### src/rtl/vita_tx_deframer_mc.sv
// Multi-channel VITA-49 TX deframer: parses buffer-pool packets into one FIFO line per
// sample vector of 1..MAXCHAN channels. It includes sequence checking and a local output FIFO.
module vita_tx_deframer_mc #(
  parameter int BASE             = 0,
  parameter int MAXCHAN          = 1,
  parameter int FIFO_SIZE        = 4,
  parameter int USE_TRANS_HEADER = 0
) (
  input  logic                        clk,
  input  logic                        reset,
  input  logic                        clear,
  input  logic                        clear_seqnum,
  input  logic                        set_stb,
  input  logic [7:0]                  set_addr,
  input  logic [31:0]                 set_data,
  input  logic [35:0]                 data_i,
  input  logic                        src_rdy_i,
  output logic                        dst_rdy_o,
  output logic [85+32*MAXCHAN-1:0]    sample_fifo_o,
  output logic                        sample_fifo_src_rdy_o,
  input  logic                        sample_fifo_dst_rdy_i,
  output logic [31:0]                 current_seqnum,
  output logic [15:0]                 seq_err_count,
  output logic [15:0]                 fifo_occupied,
  output logic                        fifo_full,
  output logic                        fifo_empty,
  output logic [31:0]                 debug
);
  localparam int FW    = 85 + 32*MAXCHAN;
  localparam int DEPTH = 1 << FIFO_SIZE;

  typedef enum logic [3:0] {
    S_TRANS_HEADER, S_HEADER, S_STREAMID, S_CLASSID, S_CLASSID2, S_SECS,
    S_TICS, S_TICS2, S_PAYLOAD, S_STORE, S_TRAILER, S_DUMP
  } state_t;

  localparam state_t S_START = (USE_TRANS_HEADER != 0) ? S_TRANS_HEADER : S_HEADER;

  // Next header field after 'cur', skipping absent fields in VITA order.
  function automatic state_t f_field(input state_t cur, input logic sid, input logic cid,
                                     input logic tsi, input logic tsf, input logic pay,
                                     input logic trl);
    if (cur == S_HEADER && sid)                                         return S_STREAMID;
    if ((cur == S_HEADER || cur == S_STREAMID) && cid)                  return S_CLASSID;
    if (cur == S_CLASSID)                                               return S_CLASSID2;
    if ((cur inside {S_HEADER, S_STREAMID, S_CLASSID2}) && tsi)         return S_SECS;
    if ((cur inside {S_HEADER, S_STREAMID, S_CLASSID2, S_SECS}) && tsf) return S_TICS;
    if (cur == S_TICS)                                                  return S_TICS2;
    if (pay)                                                            return S_PAYLOAD;
    if (trl)                                                            return S_TRAILER;
    return S_DUMP;
  endfunction

  state_t r_state, w_next, w_eff, w_store_next;

  logic [2:0]  r_numchan;
  logic        r_drop, r_ignore;
  logic [31:0] r_cur_seqnum;
  logic [3:0]  r_vseq_last;
  logic        r_trans_err;
  logic [15:0] r_seq_err_count;
  logic        r_sid, r_cid, r_tsi, r_tsf, r_trl, r_sob, r_eob;
  logic [31:0] r_secs, r_tics;
  logic [3:0]  r_seq4;
  logic [15:0] r_pw;
  logic [2:0]  r_chan_idx;
  logic [MAXCHAN-1:0][31:0] r_samples;
  logic        r_line_err, r_line_eop, r_line_eof;

  logic [FW-1:0]      r_mem [DEPTH];
  logic [FIFO_SIZE:0] r_wptr, r_rptr, w_count;
  logic               w_fifo_full, w_fifo_space, w_store, w_pop, w_xfer, w_eof;
  logic [FW-1:0]      w_line;

  logic        w_h_sid, w_h_cid, w_h_trl, w_h_tsi, w_h_tsf, w_pay_ok, w_seq_err, w_vend;
  logic [15:0] w_h_len, w_pw;
  logic [4:0]  w_hdr_words;
  logic [16:0] w_overhead;
  logic        w_unused;

  assign w_unused = ^set_data[31:3];

  assign w_count      = r_wptr - r_rptr;
  assign w_fifo_full  = (w_count == (FIFO_SIZE+1)'(DEPTH));
  assign w_fifo_space = ~w_fifo_full;
  assign w_store      = (r_state == S_STORE) & w_fifo_space;
  assign w_pop        = sample_fifo_src_rdy_o & sample_fifo_dst_rdy_i;

  assign dst_rdy_o = ~((r_state == S_STORE) & w_fifo_full);
  assign w_xfer    = src_rdy_i & dst_rdy_o;
  assign w_eof     = data_i[33];

  // STORE also consumes a word, handling it as whatever state follows the store.
  always_comb begin
    w_store_next = S_PAYLOAD;
    if (r_line_eof)      w_store_next = S_START;
    else if (r_line_eop) w_store_next = r_trl ? S_TRAILER : S_DUMP;
  end
  assign w_eff = (r_state == S_STORE) ? w_store_next : r_state;

  assign w_h_sid     = data_i[28];
  assign w_h_cid     = data_i[27];
  assign w_h_trl     = data_i[26];
  assign w_h_tsi     = |data_i[23:22];
  assign w_h_tsf     = |data_i[21:20];
  assign w_h_len     = data_i[15:0];
  assign w_hdr_words = 5'd1 + {4'd0, w_h_sid} + {3'd0, w_h_cid, 1'b0} + {4'd0, w_h_tsi}
                     + {3'd0, w_h_tsf, 1'b0};
  assign w_overhead  = {12'd0, w_hdr_words} + {16'd0, w_h_trl};
  assign w_pay_ok    = {1'b0, w_h_len} > w_overhead;
  assign w_pw        = w_h_len - w_overhead[15:0];
  assign w_seq_err   = r_trans_err | (~r_ignore & (data_i[19:16] != r_vseq_last + 4'd1));
  assign w_vend      = w_eof | (r_chan_idx == r_numchan) | (r_pw == 16'd1);

  always_comb begin
    w_next = r_state;
    if (!(r_state == S_STORE && w_fifo_full)) begin
      w_next = w_eff;
      if (w_xfer) begin
        case (w_eff)
          S_TRANS_HEADER: w_next = w_eof ? S_START : S_HEADER;
          S_HEADER: begin
            if (w_eof)                    w_next = S_START;
            else if (w_seq_err && r_drop) w_next = S_DUMP;
            else w_next = f_field(S_HEADER, w_h_sid, w_h_cid, w_h_tsi, w_h_tsf, w_pay_ok, w_h_trl);
          end
          S_STREAMID, S_CLASSID, S_CLASSID2, S_SECS, S_TICS, S_TICS2:
            w_next = w_eof ? S_START
                           : f_field(w_eff, r_sid, r_cid, r_tsi, r_tsf, r_pw != 16'd0, r_trl);
          S_PAYLOAD:      w_next = w_vend ? S_STORE : S_PAYLOAD;
          S_TRAILER:      w_next = w_eof ? S_START : S_DUMP;
          S_DUMP:         w_next = w_eof ? S_START : S_DUMP;
          default:        w_next = S_START;
        endcase
      end
    end
  end

  always_ff @(posedge clk) begin
    if (reset) begin
      r_numchan <= '0;
      r_drop    <= 1'b0;
      r_ignore  <= 1'b0;
    end else if (set_stb) begin
      if (set_addr == 8'(BASE))
        r_numchan <= ({1'b0, set_data[2:0]} >= 4'(MAXCHAN)) ? 3'(MAXCHAN-1) : set_data[2:0];
      if (set_addr == 8'(BASE+1)) begin
        r_drop   <= set_data[0];
        r_ignore <= set_data[1];
      end
    end
  end

  always_ff @(posedge clk) begin
    if (reset || clear || clear_seqnum) begin
      r_cur_seqnum <= 32'hFFFF_FFFF;
      r_vseq_last  <= 4'hF;
    end else if (w_xfer && w_eff == S_TRANS_HEADER) begin
      r_cur_seqnum <= data_i[31:0];
    end else if (w_xfer && w_eff == S_HEADER) begin
      r_vseq_last  <= data_i[19:16];
    end
  end

  always_ff @(posedge clk) begin
    if (reset || clear) begin
      r_state         <= S_START;
      r_trans_err     <= 1'b0;
      r_seq_err_count <= '0;
      {r_sid, r_cid, r_tsi, r_tsf, r_trl, r_sob, r_eob} <= '0;
      r_secs          <= '0;
      r_tics          <= '0;
      r_seq4          <= '0;
      r_pw            <= '0;
      r_chan_idx      <= '0;
      r_samples       <= '0;
      r_line_err      <= 1'b0;
      r_line_eop      <= 1'b0;
      r_line_eof      <= 1'b0;
    end else begin
      r_state <= w_next;
      if (w_xfer) begin
        case (w_eff)
          S_TRANS_HEADER: begin
            r_trans_err <= (data_i[31:0] != r_cur_seqnum + 32'd1);
            r_seq4      <= data_i[3:0];
          end
          S_HEADER: begin
            {r_sid, r_cid, r_tsi, r_tsf, r_trl} <= {w_h_sid, w_h_cid, w_h_tsi, w_h_tsf, w_h_trl};
            r_sob      <= data_i[25];
            r_eob      <= data_i[24];
            r_secs     <= '0;
            r_tics     <= '0;
            r_pw       <= w_pay_ok ? w_pw : 16'd0;
            r_chan_idx <= '0;
            if (USE_TRANS_HEADER == 0) r_seq4 <= data_i[19:16];
            if (w_seq_err && r_seq_err_count != 16'hFFFF)
              r_seq_err_count <= r_seq_err_count + 16'd1;
          end
          S_SECS:  r_secs <= data_i[31:0];
          S_TICS2: r_tics <= data_i[31:0];
          S_PAYLOAD: begin
            // Lane 0 starts a new vector, so stale upper lanes are zeroed here.
            for (int j = 0; j < MAXCHAN; j++) begin
              if (3'(j) == r_chan_idx)   r_samples[j] <= data_i[31:0];
              else if (r_chan_idx == '0) r_samples[j] <= '0;
            end
            r_pw <= r_pw - 16'd1;
            if (w_vend) begin
              r_chan_idx <= '0;
              r_line_err <= (r_chan_idx != r_numchan);
              r_line_eop <= w_eof | (r_pw == 16'd1);
              r_line_eof <= w_eof;
            end else begin
              r_chan_idx <= r_chan_idx + 3'd1;
            end
          end
          default: ;
        endcase
      end
    end
  end

  assign w_line = {r_samples, r_line_err, r_tsi, r_sob, r_eob, r_line_eop, 12'd0, r_seq4,
                   r_secs, r_tics};

  always_ff @(posedge clk) begin
    if (reset || clear) begin
      r_wptr <= '0;
      r_rptr <= '0;
    end else begin
      if (w_store) r_wptr <= r_wptr + 1'b1;
      if (w_pop)   r_rptr <= r_rptr + 1'b1;
    end
  end

  always_ff @(posedge clk) begin
    if (w_store) r_mem[r_wptr[FIFO_SIZE-1:0]] <= w_line;
  end

  assign sample_fifo_o         = r_mem[r_rptr[FIFO_SIZE-1:0]];
  assign sample_fifo_src_rdy_o = (r_wptr != r_rptr);
  assign current_seqnum        = r_cur_seqnum;
  assign seq_err_count         = r_seq_err_count;
  assign fifo_occupied         = 16'(w_count);
  assign fifo_full             = w_fifo_full;
  assign fifo_empty            = (r_wptr == r_rptr);
  assign debug = {r_state, r_chan_idx, r_line_eop, w_store, w_fifo_space, data_i[35:32],
                  src_rdy_i, w_xfer, r_pw};

endmodule

### config.mk
export PLATFORM = sky130hd
export DESIGN_NAME = vita_tx_deframer_mc
export DESIGN_NICKNAME = d
export VERILOG_FILES = /design/src/rtl/vita_tx_deframer_mc.sv
export SDC_FILE = /design/constraint.sdc
export NUM_CORES = 2
export LEC_CHECK = 0
export BUFFER_PORTS_ARGS = -buffer_cell sky130_fd_sc_hd__buf_2
export CORE_UTILIZATION = 40
export CTS_BUF_LIST = sky130_fd_sc_hd__clkbuf_4 sky130_fd_sc_hd__clkbuf_8
export CTS_CLUSTER_DIAMETER = 80
export DETAILED_ROUTE_END_ITERATION = 6
export PLACE_DENSITY = 0.67
export SLEW_MARGIN = 20
export SYNTH_ARGS = -nofsm -noshare
export SYNTH_HDL_FRONTEND = slang
export SYNTH_SLANG_ARGS = --single-unit
### constraint.sdc
create_clock -name clk -period 11.02 [get_ports clk]
set_clock_uncertainty 0.15 [all_clocks]
set_input_delay 0 -clock clk [delete_from_list [all_inputs] [get_ports clk]]
set_output_delay 0 -clock clk [all_outputs]
set_load 0.01 [all_outputs]
# ---- Word level (Yosys, flattened, before mapping)
# Memories as Yosys holds them, arrays and structs flattened. A register that Yosys moved wholly into a read port is not among the register bits.
# Cells that the tools add are included.
dict set report word_totals {
  word_cells 300
  out_inout_bits 217
  memories 1
  ram_bits 1680
  ff_bits 201
  in_bits 83
}
# memory depth width rd rd_ports_with_merged_regs wr line
set mem_list {}
lappend mem_list {r_mem 16 105 1 1 1 70} ;# logic [FW-1:0] r_mem [DEPTH];
dict set report classes {
  add_sub_neg 14
  n_eq_ne 21
  bitwise 13
  order_cmp 2
  n_mux 185
  n_reduce_logical 38
}
# operator n
set ops {}
lappend ops {{$mux 4} 60}
lappend ops {{$pmux 32 s2} 2}
lappend ops {{$mux 1} 115}
lappend ops {{$add 32x1->32 const B} 1}
lappend ops {{$ne 32x32->1} 1}
lappend ops {{$pmux 16 s2} 1}
lappend ops {{$reduce_and 2->1} 9}
lappend ops {{$add 16x1->16 const B} 1}
lappend ops {{$eq 16x1->1 const B} 1}
lappend ops {{$eq 4x3->1 const B} 4}
lappend ops {{$eq 4x4->1 const B} 4}
lappend ops {{$gt 16x6->1} 1}
lappend ops {{$mux 16} 1}
lappend ops {{$ne 16x16->1 const B} 1}
lappend ops {{$pmux 4 s4} 1}
lappend ops {{$reduce_bool 16->1} 1}
lappend ops {{$sub 16x1->16 const B} 1}
lappend ops {{$sub 16x6->16} 1}
lappend ops {{$add 5x1->5 const B} 2}
lappend ops {{$logic_and 1x1->1} 9}
lappend ops {{$reduce_and 3->1} 3}
lappend ops {{$eq 4x2->1 const B} 2}
lappend ops {{$eq 8x1->1 const B} 1}
lappend ops {{$logic_not 8->1} 1}
lappend ops {{31 further kinds} 49}

# ---- Depth between registers and ports, before layout
dict set report depth {
  word_depth 70
  ltp_mapped 15
  ltp_nobuf 13
}

# ---- Worst setup path after synthesis
# OpenSTA, ideal clock, no wires.
dict set report synth_timing {
  kind {reg2reg}
  start {register r_wptr[0]}
  end {memory r_mem[0][0] (netlist name) (enable)}
  stages_incl_launch_ff 12
  arrival_ps 9626
  path_buffers 0
  required_ps 10173
  path_slack_ps 547
  path_cell_list {dfxtp_1 > inv_1 > ha_1 > fa_1 > xor2_1 > and3_1 > nor4b_1 > o211ai_1 > clkinv_1 > nor2_1 > nand2_1 > nor3_1}
}
dict set report synth_between {
  elab_chain_len 6
}
# item line
set synth_lines {}
lappend synth_lines {{start, declared} 71} ;# logic [FIFO_SIZE:0] r_wptr, r_rptr, w_count;
lappend synth_lines {{start signal, assigned} 232} ;# if (w_store) r_wptr <= r_wptr + 1'b1;
lappend synth_lines {{$sub 5x5->5} 83} ;# assign w_count = r_wptr - r_rptr;
lappend synth_lines {{$eq 5x5->1} 84} ;# assign w_fifo_full = (w_count == (FIFO_SIZE+1)'(DEPTH));
lappend synth_lines {{named net fifo_full} 25} ;# output logic fifo_full,
lappend synth_lines {{$not 1->1} 85} ;# assign w_fifo_space = ~w_fifo_full;
lappend synth_lines {{$and 1x1->1} 86} ;# assign w_store = (r_state == S_STORE) & w_fifo_space;
lappend synth_lines {{named net w_store} 72} ;# logic w_fifo_full, w_fifo_space, w_store, w_pop, w_xfer, w_eof;
lappend synth_lines {{$mux 1} 238} ;# if (w_store) r_mem[r_wptr[FIFO_SIZE-1:0]] <= w_line;
lappend synth_lines {{$mux 1 (implied by the code)} 238}
lappend synth_lines {{end, declared} 70}
# The timed path passes the listed nets, and every way through them passes these cells.

# ---- Worst setup path in the final report
dict set report layout_timing {
  start {register r_wptr[0]}
  end {memory r_mem[12][88] (netlist name) (enable)}
}
dict set report layout_between {
  elab_chain_len 6
}
# item line
set layout_lines {}
lappend layout_lines {{$sub 5x5->5} 83}
lappend layout_lines {{$eq 5x5->1} 84}
lappend layout_lines {{$not 1->1} 85}
lappend layout_lines {{$and 1x1->1} 86}
lappend layout_lines {{$mux 1} 238}
lappend layout_lines {{$mux 1 (implied by the code)} 238}
# Parallel ways exist; a longest one is shown, timed or not.

==> impl_summary.log <==
INFO  metric floorplan.die_area = between 150,000 and 200,000 sq um
INFO  metric route.vias.total = a little under 40,000
INFO  metric rows = 157
INFO  metric register_area = approximately 55,000 sq um
INFO  metric synth_area = about 74,000 sq um
INFO  metric combined_area_of_the_multi_input_logic_cells = 18,110 sq um
INFO  metric post-dp-hpwl = ~100,000 um
INFO  metric worstSetupEndpointType = register
INFO  metric per_instance_average_area_after_synthesis = approximately 20 sq um
INFO  metric post-route-period-util = 48.25%
INFO  metric number_of_pins_with_negative_max_slew_slack_in_the_final_report = 0
INFO  metric synth_async_sr_flop_share = 0%
INFO  metric timing.final.setup_violations = 0
INFO  metric synth-simple-area-share = under 10%
INFO  metric final_nets = around 4,400
INFO  metric mostFrequentLayoutCells = sky130_fd_sc_hd__edfxtp_1, sky130_fd_sc_hd__mux4_2, sky130_fd_sc_hd__clkbuf_8
INFO  metric tritoncts_num_sinks = approximately 1,900
INFO  metric grt_pass1_vias = 39,990
INFO  metric port_buffers = 240
INFO  metric path_clk_slew = 0.06 ns
INFO  metric cts_made_buffers = between 300 and 400
INFO  metric synthMuxAreaShare = between 10% and 20%
INFO  metric post-cts-setup-buffers = 0
INFO  metric synth_top_family_by_area = multiplexers
INFO  metric synth-compound-area-share = 2.590%
INFO  metric grt_first_pass_wirelength = 286,200 um
INFO  metric synth-adder-area-share = less than 1%
INFO  metric remaining_drc_errors = 0
INFO  metric detailedRoute.firstPassIterationCount = 7
INFO  metric drive_gt1_share = around 30%
INFO  metric synthXorXnorAreaFrac = 0.7846%
INFO  metric synthesis.instances = 3,768
INFO  metric vdd_ir_drop_max = around 120 uV
INFO  metric timing.critical_path.slowest_cell_delay = ~0.67 ns
INFO  metric run_status = finished, final reports clean
INFO  metric timing.slew.headroom = 21.11%
INFO  metric vias_per_cell = between 5 and 6
INFO  metric areaGrowthSynthToFinish = 15.11%
INFO  metric finish.utilization = a little under half
INFO  metric antenna_violating_nets_post_route = 0
INFO  metric fillerInstances = between 15,000 and 20,000
INFO  metric floorplan.initialDensity = roughly two fifths
INFO  metric critPathRequiredTime = between 10 and 15 ns
INFO  metric die-height = 431.2 um
INFO  metric met3RoutedLength = around 15,000 um
INFO  metric worst-endpoint-arrival = approximately 5.8 ns
INFO  metric grt_max_degree = between 100 and 150
INFO  metric final.min_clock_period = 5.317 ns
INFO  metric synth_seq_area_share = between 70 and 80%
INFO  metric critical_path.startpoint_type = register
INFO  metric setup_tns = 0 ns
INFO  metric io_count = 300
INFO  metric insertion_delay = around 1 ns
INFO  metric global_route_congestion_overflow_total = 0
INFO  metric number_of_synthesized_flops_with_an_enable_pin = between 1,500 and 2,000
INFO  metric hold_path.class = primary input to register
INFO  metric cts_max_path_buffers = 4
INFO  metric cap_violations = 0
INFO  metric synth_seq_cells = approximately 1,900
INFO  metric highest_layer = met5
INFO  metric number_of_antenna_violations_at_the_first_check_in_global_routing = 5
INFO  metric global_route.usage.total = a little over a fifth
INFO  metric power_per_cell_area = approximately 170 nW/um^2
INFO  metric dpl.cell_count = 6,291
INFO  metric achievable-frequency = 188.1 MHz
INFO  metric routedWlPerCell = 29.18 um
INFO  metric cts_root_buffer = sky130_fd_sc_hd__clkbuf_8
INFO  metric crit_path_frequent_cell = sky130_fd_sc_hd__buf_4
INFO  metric final.hold.worst_slack = around 0.081 ns
INFO  metric critical_path_type = register to register
INFO  metric detail_route.wirelength.met1 = 73,800 um
INFO  metric post_layout_nonfiller_instances = between 6,000 and 7,000
INFO  metric cell_with_the_biggest_individual_delay_on_the_critical_path = sky130_fd_sc_hd__buf_4
INFO  metric postSynth.topFlopCell = sky130_fd_sc_hd__edfxtp_1
INFO  metric die_x = 431.2 um
INFO  metric h-tree-depth = 5
INFO  metric layout_commonest_cell = sky130_fd_sc_hd__edfxtp_1
INFO  metric leakage = ~26 nW
INFO  metric route.final.wire_length = around 200,000 um
INFO  metric dr_wl_met2 = roughly 100,000 um
INFO  metric cts_tree = done
INFO  metric design.core.area = ~180,000 sq um
INFO  metric cp_cell_sequence = inv_1, ha_1, fa_1, xor2_1, and3_1, nor4b_1, o211ai_1, buf_4, clkinv_1, nor2_1, nand2_1, nor2_4, buf_4, buf_4
INFO  metric place_congestion = around 0.87
INFO  metric detail_route.iter0.violations = approximately 4,500
INFO  metric number_of_warning_messages_in_the_yosys_log = 0
INFO  metric final_hold_viol_count = 0
INFO  metric worstPathMaxFanout = 33
INFO  metric worst_slew_pin_slew = ~1.2 ns
INFO  metric rsz0062_at_grt = false
INFO  metric synth_cell_types = 81
-- cell type report --
cell class                 instances  share of cell area [%]
multi-input combinational       1604                   21.35
sequential                      1884                   64.32
clock inverter                    98                  0.6831
tap                             2464                   3.635
timing repair buffer             402                   3.393
clock buffer                     443                   6.444
antenna                            4                 0.01180
inverter                          36                  0.1593
-- report_power, final --
part           switching (W)  internal, W  total [W]  leakage, nW
Sequential         0.0000229      0.00769    0.00771         16.2
Clock                0.00270      0.00330    0.00600         3.21
Combinational       0.000246     0.000121   0.000367         6.40
-- synth_stat cells (all sizes together) (6+ instances only) --
cell type | number | area share (%)
nor2 | 70 | 0.36
nand3b | 7 | 0.071
or4 | 14 | 0.16
a211oi | 12 | 0.13
inv | 35 | 0.18
or3 | 21 | 0.18
clkbuf | 185 | 0.94
nor4 | 15 | 0.15
ha | 24 | 0.41
nand2b | 7 | 0.059
and3 | 10 | 0.085
xor2 | 27 | 0.32
o22ai | 9 | 0.076
o211ai | 14 | 0.14
a21oi | 147 | 1.0
o21ai | 55 | 0.38
dfxtp | 204 | 5.5
nand3 | 138 | 0.94
a2111oi | 6 | 0.080
mux4 | 525 | 16
edfxtp | 1680 | 68
xnor2 | 39 | 0.46
nor3 | 41 | 0.28
o21a | 6 | 0.061
buf | 81 | 0.60
nand4 | 15 | 0.14
o31ai | 7 | 0.071
nand2 | 262 | 1.3
nor2b | 9 | 0.076
mux2i | 16 | 0.22
-- path summary, 6_finish.rpt --
path                              from                             end  slack (ns)  depth (start not counted)
max             r_wptr[0]$_SDFFE_PP0P_         r_mem[12][88]$_DFFE_PP_        5.70                         14
min                          data_i[1]  current_seqnum[1]$_SDFFE_PP1P_        0.08                          4
max reg2reg     r_wptr[0]$_SDFFE_PP0P_         r_mem[12][88]$_DFFE_PP_        5.70                         14
min reg2reg  r_numchan[1]$_SDFFE_PP0P_       r_numchan[1]$_SDFFE_PP0P_        0.34                          1
-- worst max-delay path: cells and delay by family (launching register included) --
kind                       cells  cell delay [ns]
xor gates and xnor gates       1             0.17
adders and majority gates      2             0.64
and+or+nand+nor                5             1.26
DFF                            1             0.43
AOI/OAI and AO/OA              1             0.17
buffers and inverters          5             2.05
-- flip-flops by register name, summed over array words and instances (netlist names), 5 cells and up, named ones only --
signal and flops:
current_seqnum 32, r_mem 1680, r_pw 16, r_rptr 5
r_samples 32, r_secs 32, r_tics 32, r_wptr 5
seq_err_count 16
-- metrics by stage --
| step | instance area, sq um | power, W | worst slack, ns |
|---|---|---|---|
| after floorplan | 73760 | 0.008048 | 0.5471 |
| after global placement | 77750 | 0.008180 | 5.706 |
| after detailed placement | 77750 | 0.008183 | 5.708 |
| after CTS | 84790 | 0.01417 | 5.674 |
| after global routing | 84800 | 0.01451 | 5.430 |
| final | 84810 | 0.01408 | 5.703 |
-- layer usage --
| layer | track usage [%] | up-vias |
|---|---|---|
| met4 | 13.13 | 4 |
| met5 | 0 | - |
| met2 | 35.75 | 1848 |
| li1 | - | 16340 |
| met3 | 4.438 | 473 |
| met1 | 26.20 | 20780 |
-- what timing repair did --
item / CTS / global route
setup endpoints to repair: 0 / 0
endpoints found under the hold margin: 207 / 0
hold buffers: 99 / 0
resized for setup: 0 / 0
-- kinds of logic after synthesis --
| logic type | count (synthesis) |
|---|---|
| simple gates | 636 |
| xor+xnor | 66 |
| fa+ha+maj | 28 |
| mux | 541 |
| compound gates | 310 |
| buf+inv | 302 |
| flops | 1884 |
| other cells | 1 |
Power figures use the tool's default switching activity.
